<file path="config.mk">
export PLATFORM = sky130hd
export DESIGN_NAME = yuyv_frame_writer
export DESIGN_NICKNAME = d
export VERILOG_FILES = /design/src/rtl/yuyv_frame_writer.sv
export SDC_FILE = /design/constraint.sdc
export NUM_CORES = 1
export LEC_CHECK = 0
export CELL_PAD_IN_SITES_DETAIL_PLACEMENT = 0
export CELL_PAD_IN_SITES_GLOBAL_PLACEMENT = 1
export CORE_AREA = 2 2 88 107
export DETAILED_ROUTE_END_ITERATION = 10
export DIE_AREA = 0 0 90 109
export GPL_ROUTABILITY_DRIVEN = 1
export PLACE_DENSITY_LB_ADDON = 0.1
export SLEW_MARGIN = 20
export SYNTH_ARGS = -nofsm -noshare
export SYNTH_HDL_FRONTEND = slang
export SYNTH_SLANG_ARGS = --single-unit
</file>
<file path="constraint.sdc">
create_clock -name clk -period 2.4 [get_ports clk]
set_input_delay 0.24 -clock clk [delete_from_list [all_inputs] [get_ports clk]]
set_output_delay 0.24 -clock clk [all_outputs]
set_load 0.02 [all_outputs]
</file>
<file path="src/rtl/yuyv_frame_writer.sv">
// Camera-side writer for the shared YUYV frame buffer: captures one cropped
// WIDTH x HEIGHT frame per request and writes its bytes in raster order.
module yuyv_frame_writer #(
    parameter int WIDTH  = 320,
    parameter int HEIGHT = 200,
    parameter int BPP    = 2,
    parameter int ADDR_W = 17
) (
    input  logic              clk,
    input  logic              reset,
    input  logic              cap_req,
    input  logic              vsync,
    input  logic              href,
    input  logic              pix_vld,
    input  logic [7:0]        pix_data,
    output logic [ADDR_W-1:0] addr,
    output logic [7:0]        data,
    output logic              mem_wr,
    output logic              busy,
    output logic              frame_done,
    output logic              err
);

    localparam int                RW         = $clog2(HEIGHT + 1);
    localparam logic [ADDR_W-1:0] LINE_BYTES = ADDR_W'(WIDTH * BPP);
    localparam logic [RW-1:0]     ROWS       = RW'(HEIGHT);

    typedef enum logic [2:0] {IDLE, ARM, SYNC, CAPTURE, DONE} state_t;

    state_t            state_reg, state_next;
    logic              href_d_reg, cap_req_d_reg;
    logic [RW-1:0]     row_reg, row_next;
    logic [ADDR_W-1:0] byte_cnt_reg, byte_cnt_next;
    logic [ADDR_W-1:0] row_base_reg, row_base_next;
    logic [ADDR_W-1:0] addr_reg, addr_next;
    logic [7:0]        data_reg, data_next;
    logic              mem_wr_reg, mem_wr_next;
    logic              busy_reg, busy_next;
    logic              frame_done_reg, frame_done_next;
    logic              err_reg, err_next;

    always_ff @(posedge clk) begin
        if (reset) begin
            state_reg      <= IDLE;
            href_d_reg     <= 1'b0;
            cap_req_d_reg  <= 1'b0;
            row_reg        <= '0;
            byte_cnt_reg   <= '0;
            row_base_reg   <= '0;
            addr_reg       <= '0;
            data_reg       <= '0;
            mem_wr_reg     <= 1'b0;
            busy_reg       <= 1'b0;
            frame_done_reg <= 1'b0;
            err_reg        <= 1'b0;
        end else begin
            state_reg      <= state_next;
            href_d_reg     <= href;
            cap_req_d_reg  <= cap_req;
            row_reg        <= row_next;
            byte_cnt_reg   <= byte_cnt_next;
            row_base_reg   <= row_base_next;
            addr_reg       <= addr_next;
            data_reg       <= data_next;
            mem_wr_reg     <= mem_wr_next;
            busy_reg       <= busy_next;
            frame_done_reg <= frame_done_next;
            err_reg        <= err_next;
        end
    end

    always_comb begin
        state_next      = state_reg;
        row_next        = row_reg;
        byte_cnt_next   = byte_cnt_reg;
        row_base_next   = row_base_reg;
        addr_next       = addr_reg;
        data_next       = data_reg;
        mem_wr_next     = 1'b0;
        busy_next       = busy_reg;
        frame_done_next = 1'b0;
        err_next        = err_reg;

        case (state_reg)
            IDLE: begin
                if (cap_req && !cap_req_d_reg) begin
                    state_next    = ARM;
                    busy_next     = 1'b1;
                    err_next      = 1'b0;
                    row_next      = '0;
                    byte_cnt_next = '0;
                    row_base_next = '0;
                end
            end
            // Wait for a full vsync pulse so a frame already in flight is skipped.
            ARM: begin
                if (vsync) state_next = SYNC;
            end
            SYNC: begin
                if (!vsync) state_next = CAPTURE;
            end
            CAPTURE: begin
                if (pix_vld && href && (row_reg < ROWS)) begin
                    if (byte_cnt_reg < LINE_BYTES) begin
                        mem_wr_next   = 1'b1;
                        data_next     = pix_data;
                        addr_next     = row_base_reg + byte_cnt_reg;
                        byte_cnt_next = byte_cnt_reg + 1'b1;
                    end else begin
                        err_next = 1'b1;
                    end
                end
                // Line end; an empty href pulse does not consume a row.
                if (href_d_reg && !href && (byte_cnt_reg != '0)) begin
                    if (byte_cnt_reg != LINE_BYTES) err_next = 1'b1;
                    row_next      = row_reg + 1'b1;
                    row_base_next = row_base_reg + LINE_BYTES;
                    byte_cnt_next = '0;
                end
                // Early-end test uses the row count after this cycle's line end.
                if (row_next >= ROWS) begin
                    state_next = DONE;
                end else if (vsync) begin
                    state_next = DONE;
                    err_next   = 1'b1;
                end
            end
            DONE: begin
                frame_done_next = 1'b1;
                busy_next       = 1'b0;
                state_next      = IDLE;
            end
            default: state_next = IDLE;
        endcase
    end

    assign addr       = addr_reg;
    assign data       = data_reg;
    assign mem_wr     = mem_wr_reg;
    assign busy       = busy_reg;
    assign frame_done = frame_done_reg;
    assign err        = err_reg;

endmodule

</file>
Yosys cells after proc, flatten, opt, wreduce, memory -nomap -nowiden. Cells that the tools add are included. Widths: inputs -> output; s select.

Logic and storage cells: 80. Output and inout port bits: 29. Bits of input ports: 14. Bits in registers: 76.

Bitwise gates (word level): 2. Add/sub/neg operators: 4. $lt $le $gt $ge: 3. Reductions and logical operators: 18. Mux-type cells: 29. Equal/unequal tests: 12.

Operators by type and width (number): $mux 17 (5); $pmux 17 s2 (2); $mux 8 (3); $add 17x1->17 const B (1); $add 17x10->17 const B (1); $add 17x17->17 (1); $lt 17x10->1 const B (1); $ne 17x10->1 const B (1); $reduce_bool 17->1 (1); $pmux 8 s2 (1); $mux 3 (5); $pmux 3 s4 (1); $mux 1 (10); $ne 3x3->1 const B (3); $add 8x1->8 const B (1); $ge 8x8->1 const B (1); $lt 8x8->1 const B (1); $ne 2x2->1 const B (4); $reduce_and 4->1 (2); $eq 3x2->1 const B (2); $reduce_and 3->1 (2); $logic_and 1x1->1 (5); $pmux 1 s2 (2); $reduce_and 2->1 (2); 7 further kinds (10).

Longest topological paths before layout.
Depth after elaboration: 8. Gate-level depth with buffers: 9.

Worst setup path after synthesis. No wires, ideal clock.

Path type: flip-flop to flip-flop. Start: register byte_cnt_reg[8]. End: register addr_reg[16], in the netlist addr[16]. Buffers on the path: 0. Required time: 2273 ps. Stages on the path, launching flop included: 7. Data arrival time: 1843 ps. Period minus slack after synthesis: 1970 ps. Slack: 430 ps. Cell sequence: dfxtp_1 > ha_1 > a211oi_1 > o21ai_0 > a2111oi_0 > o21ai_0 > nor2b_1.

Cells in the longest elaborated chain, start to end: 2.

Ends and longest elaborated chain: start, declared (line 33) `logic [ADDR_W-1:0] byte_cnt_reg, byte_cnt_next;`; start signal, assigned (line 61) `byte_cnt_reg <= byte_cnt_next;`; $lt 17x10->1 (line 104) `if (byte_cnt_reg < LINE_BYTES) begin`; $reduce_and 3->1 (no source line); end signal, assigned (line 63) `addr_reg <= addr_next;`; end, declared (line 35) `logic [ADDR_W-1:0] addr_reg, addr_next;`.

Parallel ways exist; a longest one is shown, timed or not. A chain may end at the register's enable or synchronous reset.

Worst setup path in the final report.
Start: register byte_cnt_reg[1]. End: register byte_cnt_reg[6].

Cells in the longest elaborated chain, start to end: 5.

Ends and longest elaborated chain: $add 17x1->17 (line 108) `byte_cnt_next = byte_cnt_reg + 1'b1;`; $mux 17 (line 104); $mux 17 (line 103) `if (pix_vld && href && (row_reg < ROWS)) begin`; $mux 17 (line 114) `if (href_d_reg && !href && (byte_cnt_reg != '0)) begin`; $pmux 17 s2 (line 84) `case (state_reg)`.

Parallel ways exist; a longest one is shown, timed or not. The select of a mux whose other input is x is not followed.

==> flow_summary.html <==
<table>
<tr><th>Metric</th><th>Value</th></tr>
<tr><th colspan="2">Clock network</th></tr>
<tr><td>Buffer count from post-CTS setup fixing</td><td>0</td></tr>
<tr><td>Clock slew at reported path FFs</td><td>0.07 ns</td></tr>
<tr><td>Number of buffers inserted by hold repair at cts</td><td>0</td></tr>
<tr><td>Count of cells resized by post-cts repair</td><td>0</td></tr>
<tr><td>CTS root buffer</td><td>clkbuf_8</td></tr>
<tr><td>Max Root-Sink Buffers</td><td>2</td></tr>
<tr><td>Number of buffers inserted during clock tree synthesis</td><td>9</td></tr>
<tr><td>Maximum level of the CTS H-tree</td><td>3</td></tr>
<tr><td>Clock latency on the worst-skew pair</td><td>0.35 ns</td></tr>
<tr><td>CTS tree</td><td>built</td></tr>
<tr><td>Clk sinks</td><td>69</td></tr>
<tr><th colspan="2">STA</th></tr>
<tr><td>Final Cycle Share</td><td>90.7%</td></tr>
<tr><td>Transition time at the pin with the least slew margin</td><td>0.885 ns</td></tr>
<tr><td>Skew final</td><td>0.0116 ns</td></tr>
<tr><td>Unrepaired setup endpoints after global routing</td><td>false</td></tr>
<tr><td>Final number of hold-violating endpoints</td><td>0</td></tr>
<tr><td>Max Freq</td><td>0.460 GHz</td></tr>
<tr><td>Post-layout minimum cycle time</td><td>2.18 ns</td></tr>
<tr><td>Max-slew violations</td><td>0</td></tr>
<tr><td>Fin Setup TNS</td><td>0 ns</td></tr>
<tr><td>Final count of negative-setup-slack endpoints</td><td>0</td></tr>
<tr><td>Max-slew headroom</td><td>40.8%</td></tr>
<tr><th colspan="2">Finish</th></tr>
<tr><td>Area delta synth-&gt;final</td><td>23.9%</td></tr>
<tr><td>Antenna diodes</td><td>0</td></tr>
<tr><td>Post-route core utilization</td><td>50.7%</td></tr>
<tr><td>Area of all sequential standard cells</td><td>0.00138 mm^2</td></tr>
<tr><td>Fillers</td><td>910</td></tr>
<tr><td>Layout cell share with drive strength beyond 1</td><td>11.4%</td></tr>
<tr><td>Multi-input combinational cell area</td><td>0.00206 mm^2</td></tr>
<tr><td>Count of nets after finishing</td><td>516</td></tr>
<tr><th colspan="2">Floorplan</th></tr>
<tr><td>Die span in y</td><td>109 um</td></tr>
<tr><td>Placement row count</td><td>38</td></tr>
<tr><td>Die span in x</td><td>90 um</td></tr>
<tr><td>Area of the die</td><td>0.00981 mm^2</td></tr>
<tr><td>Starting utilization of the core area</td><td>40.9%</td></tr>
<tr><td>Placeable Area</td><td>0.00884 mm^2</td></tr>
<tr><td>I/O Pins</td><td>43</td></tr>
<tr><th colspan="2">Routing</th></tr>
<tr><td>Routed Wire Length</td><td>9530 um</td></tr>
<tr><td>Via count</td><td>3,329</td></tr>
<tr><td>Post-route DRC</td><td>0</td></tr>
<tr><td>DRC marker count from the first detailed-route iteration</td><td>191</td></tr>
<tr><td>Detailed-route wire length per cell</td><td>15.5 um</td></tr>
<tr><td>Drt first pass iters</td><td>4</td></tr>
<tr><td>Antenna Nets Post-Route</td><td>0</td></tr>
<tr><td>Average via count per standard cell</td><td>5.43</td></tr>
<tr><th colspan="2">Power</th></tr>
<tr><td>IR drop worst, VDD</td><td>0.000328 V</td></tr>
<tr><td>Part of the total power dissipated in combinational logic</td><td>13.9%</td></tr>
<tr><td>Switching portion of total power</td><td>26.4%</td></tr>
<tr><td>Relative contribution of the clock network to total power</td><td>38.4%</td></tr>
<tr><td>Leakage</td><td>0.00165 uW</td></tr>
<tr><td>Internal power component</td><td>1850 uW</td></tr>
<tr><td>Sw Pwr</td><td>664 uW</td></tr>
<tr><td>Reg power frac</td><td>47.7%</td></tr>
<tr><td>Areal power density over the cells</td><td>562 mW/mm^2</td></tr>
<tr><th colspan="2">Logic synthesis</th></tr>
<tr><td>Cell taking the most area after synthesis</td><td>dfxtp_1</td></tr>
<tr><td>Synth Cell Area</td><td>0.00361 mm^2</td></tr>
<tr><td>Post-Syn Instances</td><td>433</td></tr>
<tr><td>Library cell with the highest instance count after synthesis</td><td>dfxtp_1</td></tr>
<tr><td>Ranking of synthesized cells by instance count</td><td>dfxtp_1 (69), nand2_1 (57), a21oi_1 (43)</td></tr>
<tr><td>Sequential share of the synthesized area</td><td>38.2%</td></tr>
<tr><td>Most used flip-flop cell after synthesis</td><td>dfxtp_1</td></tr>
<tr><td>Number of distinct standard cells referenced by the synthesized netlist</td><td>62</td></tr>
<tr><td>Post-synthesis area per instance</td><td>8.35 um^2</td></tr>
<tr><td>Count of state elements after synthesis</td><td>69</td></tr>
<tr><td>Share of the synthesized area in the top cell type</td><td>38.2%</td></tr>
<tr><td>Proportion of register bits with asynchronous set or reset after synthesis</td><td>0%</td></tr>
<tr><td>YS warnings</td><td>0</td></tr>
<tr><td>Number of flops mapped to enable cells by yosys</td><td>0</td></tr>
<tr><td>Syn_nets</td><td>460</td></tr>
<tr><td>Most area-consuming cells after synthesis</td><td>dfxtp_1 (38%), a21oi_1 (6.0%), nand2_1 (5.9%), ha_1 (4.5%), nand3_1 (3.6%)</td></tr>
<tr><th colspan="2">Worst setup path</th></tr>
<tr><td>Critical path required time</td><td>2.68 ns</td></tr>
<tr><td>Critical path class</td><td>register to register</td></tr>
<tr><td>Kind of start point of the critical path</td><td>register</td></tr>
<tr><td>Highest cell delay on the worst timing path</td><td>0.44 ns</td></tr>
<tr><td>Critical path endpoint category</td><td>register</td></tr>
<tr><td>Crit path cell chain</td><td>inv_1 &gt; ha_1 &gt; nor4b_2 &gt; and4_1 &gt; a21boi_1 &gt; buf_4 &gt; or3_1 &gt; mux2i_1</td></tr>
<tr><td>Highest net fanout along the worst path</td><td>8</td></tr>
<tr><td>Top delay family on crit path</td><td>simple AND/OR/NAND/NOR gates</td></tr>
<tr><td>Worst path arrival time</td><td>2.45 ns</td></tr>
<tr><td>Worst path slowest cell</td><td>and4_1</td></tr>
<tr><td>Buffer and inverter count on the worst path</td><td>2</td></tr>
<tr><th colspan="2">Global route</th></tr>
<tr><td>First-pass GRT wire length</td><td>15,500 um</td></tr>
<tr><td>Vias in the first global route</td><td>3,060</td></tr>
<tr><td>Total GRT Usage</td><td>20.0%</td></tr>
<tr><td>Number of antenna violations at the first check in global routing</td><td>0</td></tr>
<tr><td>Overflow after GRT</td><td>0</td></tr>
<tr><td>Largest net degree at the start of global routing</td><td>26</td></tr>
<tr><th colspan="2">Placement</th></tr>
<tr><td>Number of input and output port buffers inserted</td><td>42</td></tr>
<tr><td>Placed wire-length estimate after detailed placement</td><td>6960 um</td></tr>
<tr><td>Last weighted congestion value of the routability-driven placer</td><td>0.832</td></tr>
<tr><th colspan="2">Run status</th></tr>
<tr><td>Run status</td><td>completed</td></tr>
<tr><th colspan="2">Job</th></tr>
<tr><td>Max-cap violations</td><td>0</td></tr>
<tr><th colspan="2">Min path</th></tr>
<tr><td>Classification of the worst-slack hold path</td><td>input pin to register</td></tr>
</table>
[power by group through the flow]
stage | clock, uW | sequential (uW) | combinational [uW]
3_3_place_gp | 0 | 1230 | 347
5_1_grt | 1040 | 1210 | 383
3_5_place_dp | 0 | 1230 | 352
4_1_cts | 986 | 1200 | 353
2_1_floorplan | 0 | 1220 | 237
6_report | 965 | 1200 | 349
[cell type report]
cell class / instances / share of cell area [%]
multi-input combinational: 327 / 45.9
inverter: 11 / 0.922
sequential: 69 / 30.8
clock buffer: 14 / 3.63
clock inverter: 1 / 0.670
tap: 120 / 3.35
timing repair buffer: 71 / 14.7
[final timing paths]
path / cells after the start / slack, ns / endpoint / from
hold / removal: 2 / 0.34 / href_d_reg / reset
setup / recovery: 8 / 0.22 / byte_cnt_reg[6] / byte_cnt_reg[1]
setup reg to reg: 8 / 0.22 / byte_cnt_reg[6] / byte_cnt_reg[1]
hold reg to reg: 2 / 0.45 / data[1] / data[1]
[metal layers]
layer  global-route usage, %  vias up  share of wire [%]
met2                    35.2       54                 49
met1                    24.4     1553                 46
met5                       0        -                  0
li1                        -     1710                  -
met3                    3.80       12                3.3
met4                    7.25        0                1.6
[cells by family after synthesis]
group / count (synthesis) / share of synthesized area (%)
muxes: 10 / 2.77
xor gates and xnor gates: 9 / 2.18
buffers and inverters: 37 / 4.92
AOI/OAI and AO/OA: 116 / 21.0
and+or+nand+nor: 179 / 26.4
DFF: 69 / 38.2
adders and majority gates: 13 / 4.50
[through the flow]
step / worst slack, ns / hold WS (ns) / cells / power [uW] / instance area (um^2)
2_1_floorplan: 0.430 / 0.368 / 433 / 1460 / 3610
3_3_place_gp: 0.109 / 0.437 / 598 / 1570 / 4290
3_5_place_dp: 0.0201 / 0.442 / 598 / 1580 / 4290
4_1_cts: 0.147 / 0.345 / 613 / 2540 / 4480
5_1_grt: 0.0449 / 0.376 / 613 / 2630 / 4480
6_report: 0.224 / 0.338 / 613 / 2520 / 4480
[cell usage in the layout (no fill, tap or decap), types with 12 or more instances in the layout]
cell type and count:
o21ai_0 16, a211oi_1 12, ha_1 13, nand2_1 57
clkdlybuf4s50_1 41, a21oi_1 43, buf_4 27, nand3_1 26
dfxtp_1 69, nor2_1 18, and3_1 14
Power figures use the tool's default switching activity.
